===== src/rtl/packet_assembler_pkg.sv =====
// Shared types and constants for the packet assembler.
package packet_assembler_pkg;

    typedef enum logic [1:0] {
        COLLECT,
        HOLD,
        DRAIN
    } state_t;

    localparam int FRAME_CNT_W = 16;

endpackage


===== src/rtl/packet_assembler_if.sv =====
// Packet input and frame output handshakes of the packet assembler.
interface packet_assembler_if #(
    parameter int DATA_W  = 8,
    parameter int NUM_PKT = 4,
    parameter int CNT_W   = $clog2(NUM_PKT + 1)
);
    logic                      in_valid;
    logic                      in_ready;
    logic [DATA_W-1:0]         in_data;
    logic                      in_last;
    logic                      buf_valid;
    logic                      buf_ready;
    logic [NUM_PKT*DATA_W-1:0] buf_data;
    logic [CNT_W-1:0]          buf_count;
    logic                      buf_trunc;

    modport master (
        output in_valid, in_data, in_last, buf_ready,
        input  in_ready, buf_valid, buf_data, buf_count, buf_trunc
    );

    modport slave (
        input  in_valid, in_data, in_last, buf_ready,
        output in_ready, buf_valid, buf_data, buf_count, buf_trunc
    );
endinterface


===== src/rtl/packet_assembler_frame_counter.sv =====
// Level-enabled wrapping counter of delivered frames.
module frame_counter #(
    parameter int WIDTH = 16
) (
    input  logic             clock,
    input  logic             reset,
    input  logic             inc,
    input  logic             enable,
    output logic [WIDTH-1:0] count
);

    always_ff @(posedge clock or negedge reset) begin
        if (!reset)
            count <= '0;
        else if (inc && enable)
            count <= count + WIDTH'(1);
    end

endmodule


===== src/rtl/packet_assembler.sv =====
// Assembles DATA_W-bit packets into one NUM_PKT-slot frame and hands it out
// on a valid/ready port; packet 0 sits in the most significant slot.
module packet_assembler
    import packet_assembler_pkg::*;
#(
    parameter int DATA_W  = 8,
    parameter int NUM_PKT = 4,
    parameter int CNT_W   = $clog2(NUM_PKT + 1)
) (
    input  logic                   clock,
    input  logic                   reset,
    packet_assembler_if.slave      bus,
    output logic                   received_data,
    input  logic                   count_enable,
    output logic [FRAME_CNT_W-1:0] frame_count
);

    localparam int IDX_W = (NUM_PKT > 1) ? $clog2(NUM_PKT) : 1;
    localparam int BUF_W = NUM_PKT * DATA_W;

    state_t             state_q, state_d;
    logic [IDX_W-1:0]   idx_q, idx_d;
    logic [BUF_W-1:0]   data_q, data_d;
    logic [CNT_W-1:0]   count_q, count_d;
    logic               trunc_q, trunc_d;
    logic               drain_q, drain_d;
    logic               rcv_q, rcv_d;
    logic               ready_q, ready_d;
    logic               valid_q, valid_d;
    logic               accept;
    logic               frame_done;

    assign accept = bus.in_valid && ready_q;

    // NOTE: every variable gets a default before the case so no path leaves
    // one unassigned; an unassigned path would infer a latch.
    always_comb begin
        state_d    = state_q;
        idx_d      = idx_q;
        data_d     = data_q;
        count_d    = count_q;
        trunc_d    = trunc_q;
        drain_d    = drain_q;
        rcv_d      = 1'b0;
        frame_done = 1'b0;

        case (state_q)
            COLLECT: begin
                if (accept) begin
                    // Slot 0 of a new frame wipes the buffer so short frames carry zeros.
                    if (idx_q == '0)
                        data_d = '0;
                    data_d[(NUM_PKT - 1 - int'(idx_q)) * DATA_W +: DATA_W] = bus.in_data;
                    idx_d = idx_q + IDX_W'(1);
                    if (bus.in_last) begin
                        count_d = CNT_W'(idx_q) + CNT_W'(1);
                        trunc_d = 1'b0;
                        state_d = HOLD;
                    end else if (idx_q == IDX_W'(NUM_PKT - 1)) begin
                        count_d = CNT_W'(NUM_PKT);
                        trunc_d = 1'b1;
                        drain_d = 1'b1;
                        state_d = HOLD;
                    end
                    if (state_d == HOLD) begin
                        rcv_d = 1'b1;
                        idx_d = '0;
                    end
                end
            end
            HOLD: begin
                if (valid_q && bus.buf_ready) begin
                    frame_done = 1'b1;
                    state_d    = drain_q ? DRAIN : COLLECT;
                end
            end
            DRAIN: begin
                if (accept && bus.in_last) begin
                    drain_d = 1'b0;
                    state_d = COLLECT;
                end
            end
            default: state_d = COLLECT;
        endcase

        ready_d = (state_d != HOLD);
        valid_d = (state_d == HOLD);
    end

    // NOTE: the frame buffer is reset too, because buf_data must read zero
    // while reset is low and a dropped frame must not leak into the next one.
    always_ff @(posedge clock or negedge reset) begin
        if (!reset) begin
            state_q <= COLLECT;
            idx_q   <= '0;
            data_q  <= '0;
            count_q <= '0;
            trunc_q <= 1'b0;
            drain_q <= 1'b0;
            rcv_q   <= 1'b0;
            ready_q <= 1'b0;
            valid_q <= 1'b0;
        end else begin
            state_q <= state_d;
            idx_q   <= idx_d;
            data_q  <= data_d;
            count_q <= count_d;
            trunc_q <= trunc_d;
            drain_q <= drain_d;
            rcv_q   <= rcv_d;
            ready_q <= ready_d;
            valid_q <= valid_d;
        end
    end

    assign bus.in_ready   = ready_q;
    assign bus.buf_valid  = valid_q;
    assign bus.buf_data   = data_q;
    assign bus.buf_count  = count_q;
    assign bus.buf_trunc  = trunc_q;
    assign received_data  = rcv_q;

    frame_counter #(
        .WIDTH (FRAME_CNT_W)
    ) u_frame_counter (
        .clock  (clock),
        .reset  (reset),
        .inc    (frame_done),
        .enable (count_enable),
        .count  (frame_count)
    );

endmodule


===== src/flat_wrapper.sv =====
// flat-port wrapper written by rule: the top's interface ports become plain ports
module packet_assembler_flat import packet_assembler_pkg::*;
#(
    parameter int DATA_W  = 8,
    parameter int NUM_PKT = 4,
    parameter int CNT_W   = $clog2(NUM_PKT + 1)
)
  (clock, reset, received_data, count_enable, frame_count, bus_in_valid, bus_in_data, bus_in_last, bus_buf_ready, bus_in_ready, bus_buf_valid, bus_buf_data, bus_buf_count, bus_buf_trunc);
  packet_assembler_if #(.DATA_W(DATA_W), .NUM_PKT(NUM_PKT), .CNT_W(CNT_W)) bus_i ();
  input  logic clock;
  input  logic reset;
  output logic received_data;
  input  logic count_enable;
  output logic [FRAME_CNT_W-1:0] frame_count;
  input wire logic [$bits(bus_i.in_valid)-1:0] bus_in_valid;
  input wire logic [$bits(bus_i.in_data)-1:0] bus_in_data;
  input wire logic [$bits(bus_i.in_last)-1:0] bus_in_last;
  input wire logic [$bits(bus_i.buf_ready)-1:0] bus_buf_ready;
  output wire logic [$bits(bus_i.in_ready)-1:0] bus_in_ready;
  output wire logic [$bits(bus_i.buf_valid)-1:0] bus_buf_valid;
  output wire logic [$bits(bus_i.buf_data)-1:0] bus_buf_data;
  output wire logic [$bits(bus_i.buf_count)-1:0] bus_buf_count;
  output wire logic [$bits(bus_i.buf_trunc)-1:0] bus_buf_trunc;
  assign bus_i.in_valid = bus_in_valid;
  assign bus_i.in_data = bus_in_data;
  assign bus_i.in_last = bus_in_last;
  assign bus_i.buf_ready = bus_buf_ready;
  assign bus_in_ready = bus_i.in_ready;
  assign bus_buf_valid = bus_i.buf_valid;
  assign bus_buf_data = bus_i.buf_data;
  assign bus_buf_count = bus_i.buf_count;
  assign bus_buf_trunc = bus_i.buf_trunc;
  packet_assembler #(.DATA_W(DATA_W), .NUM_PKT(NUM_PKT), .CNT_W(CNT_W)) u_core (.clock(clock), .reset(reset), .bus(bus_i), .received_data(received_data), .count_enable(count_enable), .frame_count(frame_count));
endmodule

===== config.mk =====
export PLATFORM = sky130hd
export DESIGN_NAME = packet_assembler_flat
export DESIGN_NICKNAME = d
export VERILOG_FILES = /design/src/rtl/packet_assembler_pkg.sv /design/src/rtl/packet_assembler_if.sv /design/src/rtl/packet_assembler_frame_counter.sv /design/src/rtl/packet_assembler.sv /design/src/flat_wrapper.sv
export SDC_FILE = /design/constraint.sdc
export NUM_CORES = 1
export LEC_CHECK = 0
export CAP_MARGIN = 20
export CORE_ASPECT_RATIO = 1.2
export CORE_MARGIN = 2
export CORE_UTILIZATION = 45
export DETAILED_ROUTE_END_ITERATION = 8
export PLACE_DENSITY = 0.73
export SLEW_MARGIN = 10
export SYNTH_ARGS = -nofsm -noshare
export SYNTH_HDL_FRONTEND = slang
export SYNTH_SLANG_ARGS = --single-unit
export TNS_END_PERCENT = 30

===== constraint.sdc =====
create_clock -name clock -period 3.7 [get_ports clock]
set_input_delay 0.74 -clock clock [delete_from_list [all_inputs] [get_ports clock]]
set_output_delay 0.74 -clock clock [all_outputs]
set_load 0.02 [all_outputs]

==> Word level (Yosys, flattened, before mapping) <==
Cells that the tools add are included.
{ "word_totals": {"regBits": 60, "inputBits": 14, "out_inout_bits": 55, "wordCells": 65} }
{ "op_classes": {"n_addsub": 5, "eq_ne": 10, "n_shift": 2, "n_mux": 27, "n_reduce_logical": 11} }
{ "op_table": {"columns": ["operator", "count"], "rows": [
  ["two-way mux 32 bit", 3],
  ["negation 32 -> 33 bit", 1],
  ["variable shift 8 x 33 -> 32 bit, first input constant", 1],
  ["indexed part select 8 x 33 -> 32 bit", 1],
  ["bitwise mux 32 bit", 1],
  ["two-way mux 2 bit", 9],
  ["adder 16 x 1 -> 16 bit, second input constant", 1],
  ["two-way mux 1 bit", 10],
  ["inequality test 2 x 1 -> 1 bit, second input constant", 4],
  ["== test 2 x 1 -> 1 bit, second input constant", 3],
  ["two-way mux 3 bit", 2],
  ["case mux 2 bit (3 select lines)", 1],
  ["AND reduction 5 bit", 1],
  ["== test 2 bit, second input constant", 2],
  ["logical AND 1 bit", 4],
  ["logical NOT 2 bit", 2],
  ["nonzero test 2 bit", 2],
  ["adder 2 x 1 -> 3 bit, second input constant", 1],
  ["AND reduction 3 bit", 1],
  ["subtractor 2 x 2 -> 3 bit, first input constant", 1],
  ["adder 2 x 1 -> 2 bit, second input constant", 1],
  ["inequality test 2 bit, second input constant", 1],
  ["case mux 1 bit (2 select lines)", 1],
  ["AND reduction 2 bit", 1]
]} }

==> Logic depth before layout (Yosys ltp) <==
Gate-level depths: netlist (run 1).
{ "depth": {"depth_word": 9, "depth_mapped": 6} }

==> Modules after synthesis <==
From an unflattened synthesis (run 1), not the netlist that was laid out.
{ "hier_totals": {"hier_cells": 241, "hier_area_um2": 2721.4} }
{ "by_module_without_submodules": {"columns": ["module", "instances", "cells_per_inst", "area_per_inst_um2", "seq_area_each_um2"], "rows": [
  ["packet_assembler", 1, 181, 1968.1, 1101.1],
  ["frame_counter", 1, 60, 753.2, 400.4]
]} }

==> Least setup slack after synthesis (run 1) <==
No wires, ideal clock.
{ "synth_path": {"path_kind": "input -> register", "start": "in bus_buf_ready", "end": "reg u_core.u_frame_counter.count[13]", "t_arrival_ns": 1.849, "setup_slack_ns": 1.772, "stages": 5, "n_path_buf": 1, "cell_sequence": "nand4_1 > or4_1 > buf_6 > nor4_4 > xor2_1"} }
{ "synth_between": {"elab_chain_len": 4} }
{ "synth_lines": {"columns": ["element", "line_no", "source"], "rows": [
  ["start, declared", "flat_wrapper.sv:18", "input wire logic [$bits(bus_i.buf_ready)-1:0] bus_buf_ready;"],
  ["logical AND 1 bit", "packet_assembler.sv:72", "if (valid_q && bus.buf_ready) begin"],
  ["two-way mux 1 bit", "packet_assembler.sv:72", null],
  ["two-way mux 1 bit", "packet_assembler.sv:47", "case (state_q)"],
  ["logical AND 1 bit", "packet_assembler_frame_counter.sv:15", "else if (inc && enable)"],
  ["end signal, assigned", "packet_assembler_frame_counter.sv:16", "count <= count + WIDTH'(1);"],
  ["end, declared", "packet_assembler_frame_counter.sv:9", "output logic [WIDTH-1:0] count"]
]} }
No other way between the ends.
A chain may end at the register's enable or synchronous reset.

==> Worst setup path in the final report (run 1) <==
{ "layout_path": {"start": "in bus_buf_ready", "end": "reg u_core.u_frame_counter.count[14]"} }
The elaborated chain is that of the path after synthesis.

==> results.json, run 1 <==
{
  "ir_drop_v": 0.000307,
  "io_buffers": 68,
  "ys_warn_count": 0,
  "p_sw_uw": 735,
  "synth_nets": 282,
  "fin_skew_ps": 11.0,
  "nNetsFinal": 351,
  "powerDensity_nw_per_um2": 616,
  "p_int_mw": 1.48,
  "maxCapViolCount": 0,
  "diodes": 0,
  "switching_share": 0.331,
  "synthAdderAreaFrac": 0.0285,
  "critPathCaptureType": "register",
  "dieArea_um2": 6480,
  "rsz0062_at_grt": "false",
  "finalSetupViolations": 0,
  "post_drt_wl_per_cell_um": 13.7,
  "finalWirelength_mm": 5.71,
  "dp.cells": 399,
  "crit_path_start_kind": "input pin",
  "area.growth.synth_to_final_pct": 36.7,
  "core.rowCount": 30,
  "worstSkewPairLatency_ps": 340,
  "period_minus_slack_ps": 2260,
  "die_w_um": 73.8,
  "worstRegToRegCells": 5,
  "numCtsBuffers": 9,
  "drc": 0,
  "grt_use_total": 0.193,
  "yosysSeqAreaShare": 0.570,
  "grt_pass1_vias": 1966,
  "synth_mux_area_frac": 0.00428,
  "grt_pass1_wl_mm": 9.40,
  "path_max_fanout": 8,
  "required_ps": 3950,
  "ctsResizeCount": 0,
  "synth_edf_count": 0,
  "post-place-ws_ps": 1090,
  "power_frac_clock": 0.308,
  "postSynthAreaPerCell_um2": 10.1,
  "clock.fmax_mhz": 442,
  "worstSetupPathType": "input pin to register",
  "synth-seq-cells": 60,
  "postLayoutCoreUtil": 0.635,
  "first_iter_violations": 92,
  "crit_arrival_ps": 2520,
  "cts_tree": "yes",
  "initial_core_util": 0.465,
  "cts_max_level": 3,
  "viasPerCell": 4.85,
  "max_slew_margin": 0.524,
  "instances_no_fill": 416,
  "status": "finished clean",
  "fin_setup_tns_ps": 0,
  "clk_pin_slew_worst_paths_ps": 60,
  "pwr-share-comb": 0.300,
  "io_pins": 69,
  "final_max_slew_viol_count": 0,
  "placement.cell_area_um2": 3360,
  "clkSinkCount": 60,
  "gr-total-overflow": 0,
  "gp_congestion": 0.799,
  "synth_compound_area_frac": 0.0979,
  "p_seq_frac": 0.393,
  "synth_simple_gate_area_frac": 0.193,
  "post-route-period-util": 0.612,
  "nFillCells": 468,
  "synth_xor_area_frac": 0.0499,
  "syn_area_um2": 2630,
  "drive_gt1_frac": 0.0744,
  "ctsHoldBuffers": 0,
  "cts_root_buf": "clkbuf_8",
  "postCtsSetupRepairBufs": 0,
  "hold_viol_final": 0,
  "grt_antenna_before_repair": 0,
  "synthCells": 262,
  "dr_total_vias": 2017,
  "dpl.hpwl_mm": 4.16,
  "synth_top_family_by_area": "simple AND/OR/NAND/NOR gates",
  "ant_nets": 0,
  "synthArstFlopShare": 1.00,
  "postLayoutSetupSlackWorst_ps": 1440,
  "stdcell_area_um2": 3600,
  "p_leak_nw": 1.56,
  "synth_cell_types": 37,
  "hold_class": "input pin to async pin",
  "fp.dieH_um": 87.8,
  "ys.flop_type": "dfrtp_1",
  "dr.pass1.iters": 4,
  "coreArea_um2": 5670,
  "grt_max_degree": 33,
  "worst_pin_slew_ps": 712,
  "clockBufferDepth": 2
}
sequential cells by signal (all words and copies together) (netlist names):
| register | flops |
|---|---|
| u_core.bus.buf_data | 32 |
| u_core.received_data | 1 |
| u_core.bus.in_ready | 1 |
| u_core.bus.buf_trunc | 1 |
| u_core.idx_q | 2 |
| u_core.bus.buf_valid | 1 |
| u_core.bus.buf_count | 3 |
| u_core.drain_q | 1 |
| u_core.u_frame_counter.count | 16 |
| u_core.state_q | 2 |
critical path: stages:
cell and delay, ps:
clkdlybuf4s50_1 500, nand4_1 140, or4_1 690, nor3_1 280, xor2_1 160
path summary, 6_finish.rpt:
path | to | from | slack (ps)
setup / recovery | u_core.u_frame_counter.count[14]$_DFFE_PN0P_ | bus_buf_ready | 1440
hold / removal | u_core.bus.buf_data[16]$_DFFE_PN0P_ | reset | 450
setup reg to reg | u_core.bus.buf_data[29]$_DFFE_PN0P_ | u_core.idx_q[0]$_DFFE_PN0P_ | 1600
hold reg to reg | u_core.u_frame_counter.count[15]$_DFFE_PN0P_ | u_core.u_frame_counter.count[15]$_DFFE_PN0P_ | 470
max in group asynchronous | u_core.u_frame_counter.count[15]$_DFFE_PN0P_ | reset | 2410
min in group clock | u_core.u_frame_counter.count[15]$_DFFE_PN0P_ | u_core.u_frame_counter.count[15]$_DFFE_PN0P_ | 470
per-layer routing:
metal | wire (um) | share of wire | vias to the layer above | track usage
met5 | 0 | 0 | - | 0
met4 | 112 | 0.020 | 0 | 0.0744
met3 | 162 | 0.028 | 8 | 0.0518
met2 | 2920 | 0.51 | 45 | 0.303
met1 | 2520 | 0.44 | 948 | 0.255
li1 | - | - | 1016 | -
cells in the mapped netlist, types with 2 or more instances:
cell       n  share of area
dfrtp_1   60           0.57
nand2_1   46          0.066
o21ai_0   37          0.070
inv_1     24          0.034
nand3_1   22          0.042
xor2_1     8          0.027
xnor2_1    7          0.023
clkbuf_1   6         0.0086
ha_1       6          0.029
nor3_1     5         0.0095
nor2_1     4         0.0057
buf_1      3         0.0043
nand4b_1   3          0.010
a21oi_1    2         0.0038
a22oi_1    2         0.0057
and3_1     2         0.0047
and4_1     2         0.0067
nand4_1    2         0.0047
nor3_2     2         0.0076
o21a_1     2         0.0057
per-stage QoR:
stage | total power, mW | hold slack, ps
2_1_floorplan | 1.26 | 444
3_3_place_gp | 1.54 | 457
3_5_place_dp | 1.55 | 469
4_1_cts | 2.24 | 466
5_1_grt | 2.35 | 499
6_report | 2.22 | 450
final cells by class:
| cell class | count | area (um^2) | share of cell area |
|---|---|---|---|
| clock inverters | 4 | 70.1 | 0.0195 |
| repair buffers | 70 | 688 | 0.191 |
| inverters | 24 | 90.1 | 0.0250 |
| multi-input cells | 166 | 985 | 0.274 |
| clock buffers | 12 | 165 | 0.0459 |
| well taps | 80 | 100 | 0.0278 |
| flip-flops and latches | 60 | 1500 | 0.417 |
kinds of logic after synthesis:
kind of cell	Yosys count
buf+inv	36
fa+ha+maj	6
flops	60
mux	1
compound gates	47
xor+xnor	15
simple gates	97
power groups by stage:
stage	Combinational, mW	Sequential [mW]	Clock (mW)
after global routing	0.735	0.888	0.723
after floorplan	0.296	0.968	0
after global placement	0.658	0.881	0
after detailed placement	0.665	0.886	0
final	0.665	0.871	0.682
after CTS	0.670	0.873	0.694
cell usage in the layout (no fill, tap or decap), types with 2 or more instances in the layout:
| cell type | netlist | routed |
|---|---|---|
| a22oi_1 | 2 | 2 |
| nor3_1 | 5 | 5 |
| clkdlybuf4s50_1 | 0 | 67 |
| ha_1 | 6 | 6 |
| bufinv_16 | 0 | 2 |
| clkbuf_8 | 0 | 12 |
| nand4_1 | 2 | 2 |
| clkinv_2 | 0 | 2 |
| nor3_2 | 2 | 2 |
| nor2_1 | 4 | 4 |
| a21oi_1 | 2 | 2 |
| inv_1 | 24 | 24 |
| xor2_1 | 8 | 8 |
| and4_1 | 2 | 2 |
| and3_1 | 2 | 2 |
| xnor2_1 | 7 | 7 |
| nand2_1 | 46 | 46 |
| o21ai_0 | 37 | 37 |
| nand3_1 | 22 | 22 |
| o21a_1 | 2 | 2 |
| nand4b_1 | 3 | 3 |
| dfrtp_1 | 60 | 60 |
Note: power is estimated with default switching activity, not from simulation.
==> run 2: changes to the inputs <==
==> constraint.sdc (replaced) <==
create_clock -name clock -period 2.1 [get_ports clock]
set_input_delay 0.42 -clock clock [delete_from_list [all_inputs] [get_ports clock]]
set_output_delay 0.42 -clock clock [all_outputs]
set_load 0.02 [all_outputs]
==> results.json, run 2 (same netlist as run 1, synthesis figures left out) <==
{
  "status": "finished clean",
  "diodes": 0,
  "cts_max_level": 3,
  "die_w_um": 73.8,
  "clockBufferDepth": 2,
  "clock.fmax_mhz": 544,
  "drc": 0,
  "post-route-period-util": 0.875,
  "grt_antenna_before_repair": 0,
  "ctsHoldBuffers": 0,
  "p_int_mw": 2.47,
  "grt_use_total": 0.193,
  "final_cell_mix": "67 x clkdlybuf4s50_1, 60 x dfrtp_1, 46 x nand2_1, 37 x o21ai_0, 24 x inv_1",
  "ant_nets": 0,
  "grt_pass1_vias": 2005,
  "crit_path_start_kind": "register",
  "coreArea_um2": 5670,
  "clkSinkCount": 60,
  "hold_class": "input pin to async pin",
  "fp.dieH_um": 87.8,
  "required_ps": 1680,
  "switching_share": 0.341,
  "critPathCaptureType": "output port",
  "p_seq_frac": 0.410,
  "core.rowCount": 30,
  "crit_arrival_ps": 1420,
  "ctsResizeCount": 0,
  "finalWirelength_mm": 5.73,
  "post_drt_wl_per_cell_um": 13.5,
  "worstSkewPairLatency_ps": 320,
  "dpl.hpwl_mm": 4.17,
  "finalSetupViolations": 0,
  "grt_max_degree": 61,
  "path_max_fanout": 6,
  "crit_buf_inv": 1,
  "numCtsBuffers": 9,
  "fin_setup_tns_ps": 0,
  "dr.pass1.iters": 4,
  "max_slew_margin": 0.711,
  "maxCapViolCount": 0,
  "crit_family": "buffers and inverters",
  "cts_root_buf": "clkbuf_8",
  "cts_tree": "yes",
  "ir_drop_v": 0.000642,
  "gr-total-overflow": 0,
  "pwr-share-comb": 0.341,
  "viasPerCell": 4.99,
  "slowest_stage": "clkdlybuf4s50_1",
  "worst_pin_slew_ps": 433,
  "gp_congestion": 0.783,
  "placement.cell_area_um2": 3460,
  "fin_skew_ps": 9.14,
  "layout_commonest_cell": "clkdlybuf4s50_1",
  "initial_core_util": 0.465,
  "worstSetupPathType": "register to output port",
  "area.growth.synth_to_final_pct": 37.9,
  "power_frac_clock": 0.249,
  "io_buffers": 68,
  "largest_register_ffs": 32,
  "p_leak_nw": 1.58,
  "io_pins": 69,
  "dieArea_um2": 6480,
  "powerDensity_nw_per_um2": 1030,
  "postLayoutCoreUtil": 0.641,
  "drive_gt1_frac": 0.0875,
  "first_iter_violations": 150,
  "rsz0062_at_grt": "false",
  "crit_path_max_incr_delay_ps": 640,
  "stdcell_area_um2": 3630,
  "crit_chain": "clkdlybuf4s50_1",
  "nNetsFinal": 360,
  "grt_pass1_wl_mm": 9.53,
  "p_sw_mw": 1.28,
  "period_minus_slack_ps": 1840,
  "hold_viol_final": 0,
  "postCtsSetupRepairBufs": 0,
  "final_max_slew_viol_count": 0,
  "hold_ws_ps": 85.8,
  "total_power_mw": 3.74,
  "dr_total_vias": 2109,
  "clk_pin_slew_worst_paths_ps": 70
}
-- run 2: power groups by stage --
stage / Sequential [mW] / Combinational [mW] / Clock, mW
after global placement: 1.55 / 1.26 / 0
after floorplan: 1.70 / 0.522 / 0
after global routing: 1.57 / 1.40 / 1.02
after CTS: 1.54 / 1.29 / 0.958
after detailed placement: 1.56 / 1.28 / 0
final: 1.54 / 1.27 / 0.932
-- run 2: worst paths after layout --
check / start / end / slack (ps) / depth (start not counted)
worst min-delay path: reset / u_core.bus.buf_data[23]$_DFFE_PN0P_ / 90 / 2
worst min register to register: u_core.u_frame_counter.count[15]$_DFFE_PN0P_ / u_core.u_frame_counter.count[15]$_DFFE_PN0P_ / 470 / 1
worst max register to register: u_core.idx_q[0]$_DFFE_PN0P_ / u_core.bus.buf_data[10]$_DFFE_PN0P_ / 280 / 6
min in group clock: u_core.u_frame_counter.count[15]$_DFFE_PN0P_ / u_core.u_frame_counter.count[15]$_DFFE_PN0P_ / 470 / 1
worst max-delay path: u_core.u_frame_counter.count[2]$_DFFE_PN0P_ / frame_count[2] / 260 / 1
max in group asynchronous: reset / u_core.bus.buf_data[5]$_DFFE_PN0P_ / 1740 / 2
-- run 2: routing by layer --
layer	routed length (um)	GRT usage	vias up
li1	-	-	1035
met1	2490	0.255	1009
met2	2920	0.303	56
met3	211	0.0541	9
met4	109	0.0711	0
met5	0	0	-
-- run 2: layout make-up --
| type | count | area [um^2] |
|---|---|---|
| well taps | 80 | 100 |
| clock buffers | 11 | 131 |
| inverters | 24 | 90.1 |
| flip-flops and latches | 60 | 1500 |
| repair buffers | 79 | 783 |
| fillers | 487 | 2040 |
| multi-input cells | 166 | 985 |
| clock inverters | 3 | 40.0 |
-- run 2: worst register-to-register path: stages, from the launching register on --
cell      delay (ps)
dfrtp_1          510
inv_1            150
ha_1             410
nor4bb_1         300
buf_4            200
nand3_1           80
o21ai_0          100
-- run 2: stage by stage --
stage / std cells / setup slack [ps]
finish: 423 / 262
global route: 423 / 107
CTS: 423 / 228
detailed placement: 409 / -46.2
global placement: 409 / -4.01
floorplan: 262 / 374
==> run 3: changes to the inputs <==
--- a/config.mk
+++ b/config.mk
@@ -6,11 +6,13 @@
 export NUM_CORES = 1
 export LEC_CHECK = 0
 export CAP_MARGIN = 20
+export CELL_PAD_IN_SITES_DETAIL_PLACEMENT = 1
+export CELL_PAD_IN_SITES_GLOBAL_PLACEMENT = 2
 export CORE_ASPECT_RATIO = 1.2
 export CORE_MARGIN = 2
-export CORE_UTILIZATION = 45
+export CORE_UTILIZATION = 29
 export DETAILED_ROUTE_END_ITERATION = 8
-export PLACE_DENSITY = 0.73
+export PLACE_DENSITY = 0.76
 export SLEW_MARGIN = 10
 export SYNTH_ARGS = -nofsm -noshare
 export SYNTH_HDL_FRONTEND = slang
==> results.json, run 3 (same netlist as run 1, synthesis figures left out) <==
{
  "placement.cell_area_um2": 3540,
  "final_cell_mix": "67 x clkdlybuf4s50_1, 60 x dfrtp_1, 46 x nand2_1, 37 x o21ai_0, 24 x inv_1",
  "area.growth.synth_to_final_pct": 43.5,
  "dr_total_vias": 2101,
  "io_buffers": 68,
  "ant_nets": 0,
  "crit_path_start_kind": "register",
  "final_max_slew_viol_count": 0,
  "ir_drop_v": 0.000491,
  "cts_root_buf": "clkbuf_8",
  "path_max_fanout": 6,
  "maxCapViolCount": 0,
  "p_leak_nw": 1.63,
  "initial_core_util": 0.295,
  "fp.dieH_um": 108,
  "ctsResizeCount": 0,
  "required_ps": 1680,
  "hold_viol_final": 0,
  "slowest_stage": "clkdlybuf4s50_1",
  "gp_congestion": 0.804,
  "postLayoutCoreUtil": 0.423,
  "crit_chain": "clkdlybuf4s50_1",
  "cts_tree": "yes",
  "clk_pin_slew_worst_paths_ps": 70,
  "crit_path_max_incr_delay_ps": 640,
  "clock.fmax_mhz": 539,
  "critPathCaptureType": "output port",
  "post-route-period-util": 0.884,
  "nNetsFinal": 363,
  "crit_arrival_ps": 1440,
  "worst_pin_slew_ps": 512,
  "numCtsBuffers": 9,
  "io_pins": 69,
  "clockBufferDepth": 2,
  "rsz0062_at_grt": "false",
  "busiest_layer": "met2",
  "post_drt_wl_per_cell_um": 14.5,
  "hold_class": "input pin to async pin",
  "die_w_um": 91.0,
  "finalWirelength_mm": 6.78,
  "fin_skew_ps": 8.85,
  "max_slew_margin": 0.659,
  "grt_use_total": 0.145,
  "worstSetupPathType": "register to output port",
  "drc": 0,
  "viasPerCell": 4.49,
  "status": "finished clean",
  "layout_commonest_cell": "clkdlybuf4s50_1",
  "diodes": 0,
  "grt_pass1_vias": 2178,
  "finalSetupViolations": 0,
  "grt_max_degree": 41,
  "gr-usage-met2": 0.244,
  "crit_buf_inv": 1,
  "worstSkewPairLatency_ps": 330,
  "first_iter_violations": 106,
  "coreArea_um2": 8940,
  "drive_gt1_frac": 0.106,
  "use_met1": 0.185,
  "core.rowCount": 38,
  "postCtsSetupRepairBufs": 0,
  "crit_family": "buffers and inverters",
  "grt_antenna_before_repair": 0,
  "dieArea_um2": 9860,
  "gr-total-overflow": 0,
  "largest_register_ffs": 32,
  "powerDensity_nw_per_um2": 1080,
  "clkSinkCount": 60,
  "use_met3": 0.0334,
  "period_minus_slack_ps": 1860,
  "stdcell_area_um2": 3780,
  "dr.pass1.iters": 4,
  "cts_max_level": 3,
  "dpl.hpwl_mm": 5.06,
  "grt_pass1_wl_mm": 11.2,
  "ctsHoldBuffers": 0
}
[run 3: cell count changes in the layout (fill, tap and decap cells not counted), sizes merged]
cell | previous run | this run
clkbuf | 11 | 12
bufinv | 1 | 2
buf | 12 | 15
[run 3: final cells by class]
cell class                 count  area [um^2]
tap                          120          150
fill                        1033         5160
multi-input combinational    166          985
clock buffer                  12          165
clock inverter                 4         70.1
inverter                      24         90.1
timing repair buffer          82          818
sequential                    60         1500
[run 3: stage by stage]
| step | std cells | setup WS [ps] | hold slack (ps) | setup TNS [ps] | total power, mW |
|---|---|---|---|---|---|
| floorplan | 262 | 374 | 124 | 0 | 2.23 |
| global placement | 452 | -19.4 | 424 | -44.7 | 2.90 |
| detailed placement | 452 | -97.5 | 424 | -319 | 2.93 |
| CTS | 468 | 209 | 54.1 | 0 | 4.16 |
| global route | 468 | 151 | 70.8 | 0 | 4.37 |
| finish | 468 | 244 | 50.0 | 0 | 4.09 |
[run 3: power breakdown]
part	total, mW	leakage, nW	internal [mW]	switching, mW
Sequential	1.52	0.796	1.35	0.168
Combinational	1.36	0.713	0.621	0.736
Clock	1.21	0.122	0.762	0.452
[run 3: metal layers]
| layer | vias up | share of wire |
|---|---|---|
| li1 | 1038 | - |
| met1 | 1028 | 0.46 |
| met2 | 30 | 0.50 |
| met3 | 5 | 0.027 |
| met4 | 0 | 0.013 |
| met5 | - | 0 |
[run 3: final timing paths]
path / end / from / cells after the start / slack [ps]
min reg2reg: u_core.bus.buf_data[5]$_DFFE_PN0P_ / u_core.bus.buf_data[5]$_DFFE_PN0P_ / 2 / 480
min: u_core.u_frame_counter.count[6]$_DFFE_PN0P_ / reset / 1 / 50
max in group asynchronous: u_core.bus.buf_data[15]$_DFFE_PN0P_ / reset / 2 / 1450
max reg2reg: u_core.u_frame_counter.count[10]$_DFFE_PN0P_ / u_core.state_q[1]$_DFF_PN0_ / 5 / 350
min in group clock: u_core.bus.buf_data[5]$_DFFE_PN0P_ / u_core.bus.buf_data[5]$_DFFE_PN0P_ / 2 / 480
max: frame_count[2] / u_core.u_frame_counter.count[2]$_DFFE_PN0P_ / 1 / 240
